==> src/rtl/mem_port_arbiter.sv <==
// mem_port_arbiter
// Shares one single-port memory between the instruction-fetch requester and
// the data (load/store) requester. One transaction is in flight at a time;
// data wins ties so a stalled load/store never waits behind a fetch.
// Optional feature macro: ARB_FAIRNESS_EN -- after STARVE_LIMIT consecutive
// data grants made while a fetch waits, the next grant goes to the fetch.
// Without the macro the arbiter uses strict data priority.
module mem_port_arbiter #(
   parameter int ADDR_W       = 32,
   parameter int DATA_W       = 32,
   parameter int STARVE_LIMIT = 4
) (
   input  logic              clk,
   input  logic              rst,
   input  logic              if_req,
   input  logic [ADDR_W-1:0] if_addr,
   output logic [DATA_W-1:0] if_rdata,
   output logic              if_ack,
   input  logic              d_req,
   input  logic              d_we,
   input  logic [ADDR_W-1:0] d_addr,
   input  logic [DATA_W-1:0] d_wdata,
   output logic [DATA_W-1:0] d_rdata,
   output logic              d_ack,
   output logic              mem_req,
   output logic              mem_we,
   output logic [ADDR_W-1:0] mem_addr,
   output logic [DATA_W-1:0] mem_wdata,
   input  logic [DATA_W-1:0] mem_rdata,
   input  logic              mem_ack,
   output logic              arb_busy
);

   typedef enum logic [1:0] {
      IDLE,
      BUSY,
      RESP
   } state_t;

   state_t state;
   logic   sel_d;
   logic   grant_d;
   logic   grant_if;
   logic   starve_hit;

   // A zero starvation limit would make the fairness rule meaningless.
   if (STARVE_LIMIT < 1) begin : g_bad_limit
      $error("mem_port_arbiter: STARVE_LIMIT must be at least 1");
   end

`ifdef ARB_FAIRNESS_EN
   localparam int CNT_W = $clog2(STARVE_LIMIT + 1);

   logic [CNT_W-1:0] starve_cnt;

   // The waiting fetch has been passed over often enough: it takes the next grant.
   assign starve_hit = if_req && (starve_cnt == CNT_W'(STARVE_LIMIT));
`else
   assign starve_hit = 1'b0;
`endif

   // Grant selection in IDLE: data first unless the fetch is being starved.
   assign grant_d  = d_req && !starve_hit;
   assign grant_if = if_req && !grant_d;

   // Arbitration FSM; every output, the owner bit and the captured read data
   // are registered here so the memory and both requesters see clean levels.
   always_ff @(posedge clk or posedge rst) begin
      if (rst) begin
         state     <= IDLE;
         sel_d     <= 1'b0;
         mem_req   <= 1'b0;
         mem_we    <= 1'b0;
         mem_addr  <= '0;
         mem_wdata <= '0;
         if_ack    <= 1'b0;
         d_ack     <= 1'b0;
         if_rdata  <= '0;
         d_rdata   <= '0;
         arb_busy  <= 1'b0;
`ifdef ARB_FAIRNESS_EN
         starve_cnt <= '0;
`endif
      end else begin
         if_ack <= 1'b0;
         d_ack  <= 1'b0;
         case (state)
            IDLE: begin
               if (grant_d || grant_if) begin
                  sel_d     <= grant_d;
                  mem_we    <= grant_d ? d_we : 1'b0;
                  mem_addr  <= grant_d ? d_addr : if_addr;
                  mem_wdata <= grant_d ? d_wdata : '0;
                  mem_req   <= 1'b1;
                  arb_busy  <= 1'b1;
                  state     <= BUSY;
`ifdef ARB_FAIRNESS_EN
                  if (grant_d && if_req) begin
                     starve_cnt <= starve_cnt + 1'b1;
                  end else begin
                     starve_cnt <= '0;
                  end
`endif
               end
            end
            BUSY: begin
               if (mem_ack) begin
                  if (sel_d) begin
                     if (!mem_we) begin
                        d_rdata <= mem_rdata;
                     end
                     d_ack <= 1'b1;
                  end else begin
                     if_rdata <= mem_rdata;
                     if_ack   <= 1'b1;
                  end
                  mem_req <= 1'b0;
                  state   <= RESP;
               end
            end
            RESP: begin
               arb_busy <= 1'b0;
               state    <= IDLE;
            end
            default: begin
               mem_req  <= 1'b0;
               arb_busy <= 1'b0;
               state    <= IDLE;
            end
         endcase
      end
   end

endmodule

==> config.mk <==
export PLATFORM = sky130hd
export DESIGN_NAME = mem_port_arbiter
export DESIGN_NICKNAME = d
export VERILOG_FILES = /design/src/rtl/mem_port_arbiter.sv
export SDC_FILE = /design/constraint.sdc
export NUM_CORES = 1
export LEC_CHECK = 0
export BUFFER_PORTS_ARGS = -buffer_cell sky130_fd_sc_hd__buf_2
export CORE_AREA = 4 4 115 117
export DETAILED_ROUTE_END_ITERATION = 8
export DIE_AREA = 0 0 119 121
export GPL_TIMING_DRIVEN = 0
export PLACE_DENSITY_LB_ADDON = 0.25
export SYNTH_ARGS = -nofsm -noshare
export SYNTH_HDL_FRONTEND = slang
export SYNTH_SLANG_ARGS = --single-unit
==> constraint.sdc <==
create_clock -name clk -period 6.1 [get_ports clk]
set_clock_uncertainty 0.2 [all_clocks]
set_input_delay 0.61 -clock clk [delete_from_list [all_inputs] [get_ports clk]]
set_output_delay 0.61 -clock clk [all_outputs]
set_load 0.005 [all_outputs]
# Word level (Yosys, flattened, before mapping)
# Cells that the tools add are included.
# W data, S select, Z words.
[word_totals] register_bits=136 out_inout_bits=133
[op_classes] n_eq_ne=4 mux=16 n_bitwise=4 n_reduce_logical=10
[op_table] op="$mux W32" count=2
[op_table] op="$mux W1" count=9
[op_table] op="$reduce_and A2 Y1" count=3
[op_table] op="$reduce_and A3 Y1" count=2
[op_table] op="$mux W2" count=2
[op_table] op="$ne A2 B2 Y1 const B" count=2
[op_table] op="$not A1 Y1" count=4
[op_table] op="$pmux W2 S2" count=1
[op_table] op="$reduce_and A4 Y1" count=1
[op_table] op="$pmux W1 S3" count=1
[op_table] op="$eq A2 B1 Y1 const B" count=1
[op_table] op="$eq A2 B2 Y1 const B" count=1
[op_table] op="$logic_not A2 Y1" count=1
[op_table] op="$pmux W1 S2" count=1
[op_table] op="$logic_and A1 B1 Y1" count=1
[op_table] op="$logic_not A1 Y1" count=1
[op_table] op="$logic_or A1 B1 Y1" count=1

# Logic depth before layout (Yosys ltp)
# Gate-level depths: netlist (run 1).
[depth] depth_word=5 ltp_mapped=5

# Worst setup path after synthesis (run 1)
# No wires, ideal clock.
[synth_timing] path_kind="input -> register" from="input port d_req" to="register mem_addr[0]" arrival_ps=1646 required_time_ps=5775 setup_slack_ps=4129 path_stages=4 path_buffers=2 cell_sequence="clkbuf_1 > buf_2 > mux2_2 > mux2_2"
[synth_between] elab_chain_cells=4 elab_cells_between_ends=5 classes_between="mux: 1; reduce/logical: 4"
[synth_lines] element="start: declaration" line="19" text="input logic d_req,"
[synth_lines] element="$logic_not A1 Y1" line="64" text="assign grant_if = if_req && !grant_d;"
[synth_lines] element="$logic_and A1 B1 Y1" line="64"
[synth_lines] element="$logic_or A1 B1 Y1" line="89" text="if (grant_d || grant_if) begin"
[synth_lines] element="$reduce_and A2 Y1 (no source line)"
[synth_lines] element="end signal: assignment" line="92" text="mem_addr <= grant_d ? d_addr : if_addr;"
[synth_lines] element="end: declaration" line="27" text="output logic [ADDR_W-1:0] mem_addr,"
# Several ways; a longest one is shown, not always the timed one.
# A chain may end at the register's enable or synchronous reset.

# Final worst setup path (run 1)
[layout_timing] from="register state[1]" to="register d_rdata[12]"
[layout_between] elab_chain_cells=2
[layout_lines] element="start: declaration" line="40" text="state_t state;"
[layout_lines] element="start signal: assignment" line="70" text="state <= IDLE;"
[layout_lines] element="start signal: assignment" line="96" text="state <= BUSY;"
[layout_lines] element="start signal: assignment" line="118" text="state <= RESP;"
[layout_lines] element="$eq A2 B1 Y1" line="87" text="case (state)"
[layout_lines] element="$reduce_and A4 Y1 (no source line)"
[layout_lines] element="end signal: assignment" line="110" text="d_rdata <= mem_rdata;"
[layout_lines] element="end: declaration" line="23" text="output logic [DATA_W-1:0] d_rdata,"
# Every way passes these cells.

==> results of run 1 <==
[stage by stage]
step                      power [W]  worst slack [ns]  instance area [sq um]
final                      0.004143             4.259                   7814
after global routing       0.004384             4.201                   7814
after CTS                  0.004190             4.259                   7814
after detailed placement   0.003141             3.856                   7223
after global placement     0.003091            0.4047                   7191
after floorplan            0.002458             1.651                   5649
[where the power goes]
group	internal, W	total, W	switching (W)	leakage [nW]
clock network	0.000651	0.00101	0.000362	0.295
registers	0.00136	0.00161	0.000256	1.64
logic	0.000928	0.00152	0.000588	2.08
[cell families after synthesis]
group / count (synthesis) / share of synthesized area
DFF: 136 / 0.6024
muxes: 128 / 0.2944
AOI/OAI and AO/OA: 38 / 0.05670
buffers and inverters: 25 / 0.03477
and+or+nand+nor: 10 / 0.01174
[flip-flops by register name, indices dropped and copies added, names as in the netlist]
| register | cells |
|---|---|
| if_ack | 1 |
| mem_wdata | 32 |
| sel_d | 1 |
| mem_we | 1 |
| mem_req | 1 |
| mem_addr | 32 |
| if_rdata | 32 |
| d_ack | 1 |
| arb_busy | 1 |
| d_rdata | 32 |
| state | 2 |
[cell type report]
cell class | instances | area (sq um)
clock buffer | 23 | 498.0
clock inverter | 7 | 92.59
sequential | 136 | 3403
inverter | 2 | 12.51
fill | 967 | 4549
timing repair buffer | 266 | 1354
multi-input combinational | 176 | 2049
buffer | 23 | 188.9
tap | 172 | 215.2
[worst min-delay path by stage]
| stage | end | depth (start not counted) | slack [ns] | from |
|---|---|---|---|---|
| after detailed placement | mem_req | 2 | 0.27 | mem_req |
| after floorplan | sel_d | 1 | 0.27 | sel_d |
| after global routing | if_rdata[4] | 2 | 0.11 | rst |
| final | if_rdata[4] | 2 | 0.08 | rst |
| after CTS | if_rdata[4] | 2 | 0.10 | rst |
| after global placement | mem_req | 2 | 0.26 | mem_req |
[routing by layer]
| metal | part of all wire | up-vias |
|---|---|---|
| li1 | - | 1780 |
| met1 | 0.41 | 1938 |
| met2 | 0.49 | 184 |
| met3 | 0.083 | 16 |
| met4 | 0.016 | 0 |
| met5 | 0 | - |
[placed cells by master (no fill, tap or decap), drive strengths merged, types with 2 or more instances in the layout]
cell and instances:
buf 287, dfrtp 136, mux2 128, a22o 33, clkbuf 25, clkinv 5
o21ai 4, nand2 3, bufinv 2, nor2b 2, inv 2
[cell usage after synthesis]
master / n / area (sq um)
nand2b_1: 1 / 6.260
buf_6: 5 / 56.30
mux2_4: 59 / 885.9
and2_1: 1 / 6.260
and3b_1: 1 / 8.760
a21o_1: 1 / 7.510
mux2_2: 69 / 777.0
inv_1: 2 / 7.510
a22o_1: 33 / 289.0
and4b_1: 1 / 10.01
nor2b_4: 1 / 13.76
nor2b_1: 1 / 6.260
nor2_1: 1 / 3.750
buf_12: 3 / 60.06
o21ai_0: 3 / 15.01
buf_2: 13 / 65.06
clkbuf_1: 2 / 7.510
dfrtp_1: 136 / 3403
o21ai_2: 1 / 8.760
nand2_1: 3 / 11.26
==> results.cfg, run 1 <==
[pwr]
power_density_nw_per_um2 = 530.3
ir_drop_mv = 0.2185
total_leakage_power_nw = 4.017

[floorplanning]
dieArea_sq_um = 14400
die_h_um = 121
ios = 267
fp.coreArea_sq_um = 12360
start_util = 0.4569
die-width_um = 119
num_rows = 41

[global_routing]
antenna_found_initial = 0
grt_pass1_wl_um = 22140
use_met1 = 0.2449
grtUsageMet2 = 0.3225
busiest_layer = met2
grt_usage = 0.1992
first_global_vias = 4255
grt-ovfl-total = 0
grt_start_max_net_pins = 70
grt.met3_usage = 0.06993

[timing]
setup_viol = 0
period_share = 0.3017
hold_viol = 0
grt_setup_unrepaired = false
report.final.slew_viol_count = 0
timing.slew.headroom = 0.5798
fmax_mhz = 543.3
tightestPinTransition_ns = 0.6303
min_period_ns = 1.841
tns_ns = 0
worst_hold_slack_ns = 0.08279

[place]
numPlacedInstances = 775
numPortBuffers = 265
gp_congestion = 0.7382
dp_hpwl_um = 10330

[worst_setup_path]
reg2reg_slack_ns = 4.26
endpoint = d_rdata[12]
cp-start-kind = register
crit_slowest_cell = dfrtp_1
worstPathMaxFanout = 10
crit_chain = and4b_1, nor2b_4, buf_6, buf_12, mux2_4
critPathBufInv = 2
worst-path-stages = 5
required_ns = 6.18
rr_worst_depth = 5
crit_start = state[1]
reg2reg_to = d_rdata[12]
crit_arrival_ns = 1.93
critPathKind = register to register
r2r_start = state[1]
crit_family = simple AND/OR/NAND/NOR gates
slowest_delay_ns = 0.42
endpoint_kind = register

[routing]
viasPerCell = 4.867
dr.pass1.iters = 4
wl_um = 14140
drtAntennaViolNets = 0
vias = 3918
drt-initial-drc-count = 219
drcViolationCount = 0
wl_per_cell_um = 17.57

[final_layout]
drive_gt1_frac = 0.7062
diodes = 0
final_cells = 805
areaGrowthSynthToFinish_pct = 38.32
post-route-util = 0.6320
nets = 756

[logic_synthesis]
seq_area_frac_synth = 0.6024
synthDistinctLibCells = 20
synth_warnings = 0
synth_nets = 471
ys_ff_latch = 136
syn_area_per_cell_sq_um = 16.76
synth_area_sq_um = 5649
syn_inst = 337

[cts]
cts_made_buffers = 17
worst_skew_pair.late_latency_ns = 0.40
cts-root-buf = clkbuf_16
holdBufCountCts = 0
clk_path_buf_depth = 2
clock_sinks = 136
h-tree-depth = 4
cts_resized = 0
cts_tree = done
clk_pin_slew_ns = 0.06
postCtsSetupRepairBufs = 0

[outcome]
status = finished clean

[hold_path]
hp-class = primary input to asynchronous set/reset pin

[job]
maxCapViolations = 0
No activity file was read; power rests on OpenSTA's default activity.
==> inputs of run 2 (changes only) <==
==> constraint.sdc (replaced) <==
create_clock -name clk -period 1.7 [get_ports clk]
set_clock_uncertainty 0.2 [all_clocks]
set_input_delay 0.17 -clock clk [delete_from_list [all_inputs] [get_ports clk]]
set_output_delay 0.17 -clock clk [all_outputs]
set_load 0.005 [all_outputs]
==> results.cfg, run 2 (synthesized netlist as in run 1, its figures left out) <==
[outcome]
status = finished, violations left
violations = setup timing

[cts]
cts_tree = done
cts_made_buffers = 17
clk_pin_slew_ns = 0.06
clock_sinks = 136
worst_skew_pair.late_latency_ns = 0.40
clk_path_buf_depth = 2
h-tree-depth = 4
cts-root-buf = clkbuf_16

[final_layout]
drive_gt1_frac = 0.5891
diodes = 0
final_cell_mix = buf_2, dfrtp_1, dlygate4sd3_1, mux2_2, mux2_4
final_common_cell = buf_2
areaGrowthSynthToFinish_pct = 65.40
final_cells = 946
post-route-util = 0.7558
fill_cells = 740
nets = 897

[global_routing]
grt.met3_usage = 0.08252
grt_pass1_wl_um = 26990
grt_start_max_net_pins = 40
grtUsageMet2 = 0.4009
first_global_vias = 5183
antenna_found_initial = 1
use_met1 = 0.2820
grt-ovfl-total = 0
busiest_layer = met2
grt_usage = 0.2396

[timing]
tns_ns = -4.088
hold_viol = 0
fmax_mhz = 559.8
period_share = 1.051
report.final.slew_viol_count = 0
setup_viol = 63
timing.slew.headroom = 0.4772
tightestPinTransition_ns = 0.7826
setup_slack_ns = -0.08623
min_period_ns = 1.786
grt_setup_unrepaired = true
worst_hold_slack_ns = 0.2166

[routing]
viasPerCell = 4.888
wl_per_cell_um = 18.42
drcViolationCount = 0
drtAntennaViolNets = 0
wl_um = 17420
drt-initial-drc-count = 233
vias = 4624
dr.pass1.iters = 4

[pwr]
combinationalPowerShare = 0.380
power_density_nw_per_um2 = 1677
p_int_w = 0.01115
ir_drop_mv = 0.8371
clockPowerShare = 0.248
swShare = 0.2888
power_switching_w = 0.004527
total_leakage_power_nw = 4.653
seq_power_share = 0.372

[floorplanning]
num_rows = 41
die_h_um = 121
dieArea_sq_um = 14400
start_util = 0.4569
fp.coreArea_sq_um = 12360
ios = 267
die-width_um = 119

[worst_setup_path]
required_ns = 1.78
cp-start-kind = register
worstPathMaxFanout = 10
crit_arrival_ns = 1.87
critPathKind = register to register
endpoint_kind = register

[job]
maxCapViolations = 0

[place]
numPortBuffers = 265
gp_congestion = 0.7718
dp_slack_ns = -0.1588
dp_hpwl_um = 10520
numPlacedInstances = 777

[hold_path]
hp-class = primary input to register
run 2: routing by layer:
metal,part of all wire,up-vias
li1,-,2071
met1,0.39,2282
met2,0.51,224
met3,0.073,45
met4,0.029,2
met5,0.00092,-
run 2: cell type report:
cell class / instances / area, sq um / area share
clock inverter: 7 / 141.4 / 0.01513
timing repair buffer: 407 / 2813 / 0.3010
inverter: 2 / 11.26 / 0.001205
tap: 172 / 215.2 / 0.02303
multi-input combinational: 176 / 2052 / 0.2196
buffer: 23 / 220.2 / 0.02357
clock buffer: 23 / 488.0 / 0.05222
sequential: 136 / 3403 / 0.3642
run 2: power groups by stage:
stage	Combinational, W	Sequential [W]	Clock (W)
final	0.00595	0.00583	0.00389
after global routing	0.00639	0.00600	0.00411
after CTS	0.00581	0.00575	0.00396
after detailed placement	0.00553	0.00575	0
after global placement	0.00540	0.00569	0
after floorplan	0.00296	0.00586	0
run 2: path summary, 6_finish.rpt:
path,cells after the start,start,slack [ns],to
setup / recovery,5,state[1],-0.09,d_rdata[11]
hold / removal,3,d_req,0.22,mem_addr[31]
setup reg to reg,5,state[1],-0.09,d_rdata[11]
hold reg to reg,2,mem_req,0.28,mem_req
max in group asynchronous,5,rst,0.18,d_rdata[31]
min in group asynchronous,3,rst,0.27,mem_addr[21]
run 2: critical path: stages, from the launching register on:
cell and delay [ns]:
dfrtp_1 0.41, and4b_1 0.30, nor2b_4 0.15, buf_6 0.14, buf_12 0.15, mux2_4 0.31
run 2: through the flow:
step	instance area [sq um]	power [W]
global placement	7194	0.01110
finish	9344	0.01567
CTS	9241	0.01553
detailed placement	7254	0.01129
floorplan	5653	0.008822
global route	9344	0.01649
run 2: what timing repair did:
action,in CTS,in global routing
endpoints found under the hold margin,165,0
resized for setup,7,3
gates cloned,0,3
buffers inserted,1,3
endpoints found under the setup margin,62,100
hold buffers,132,0
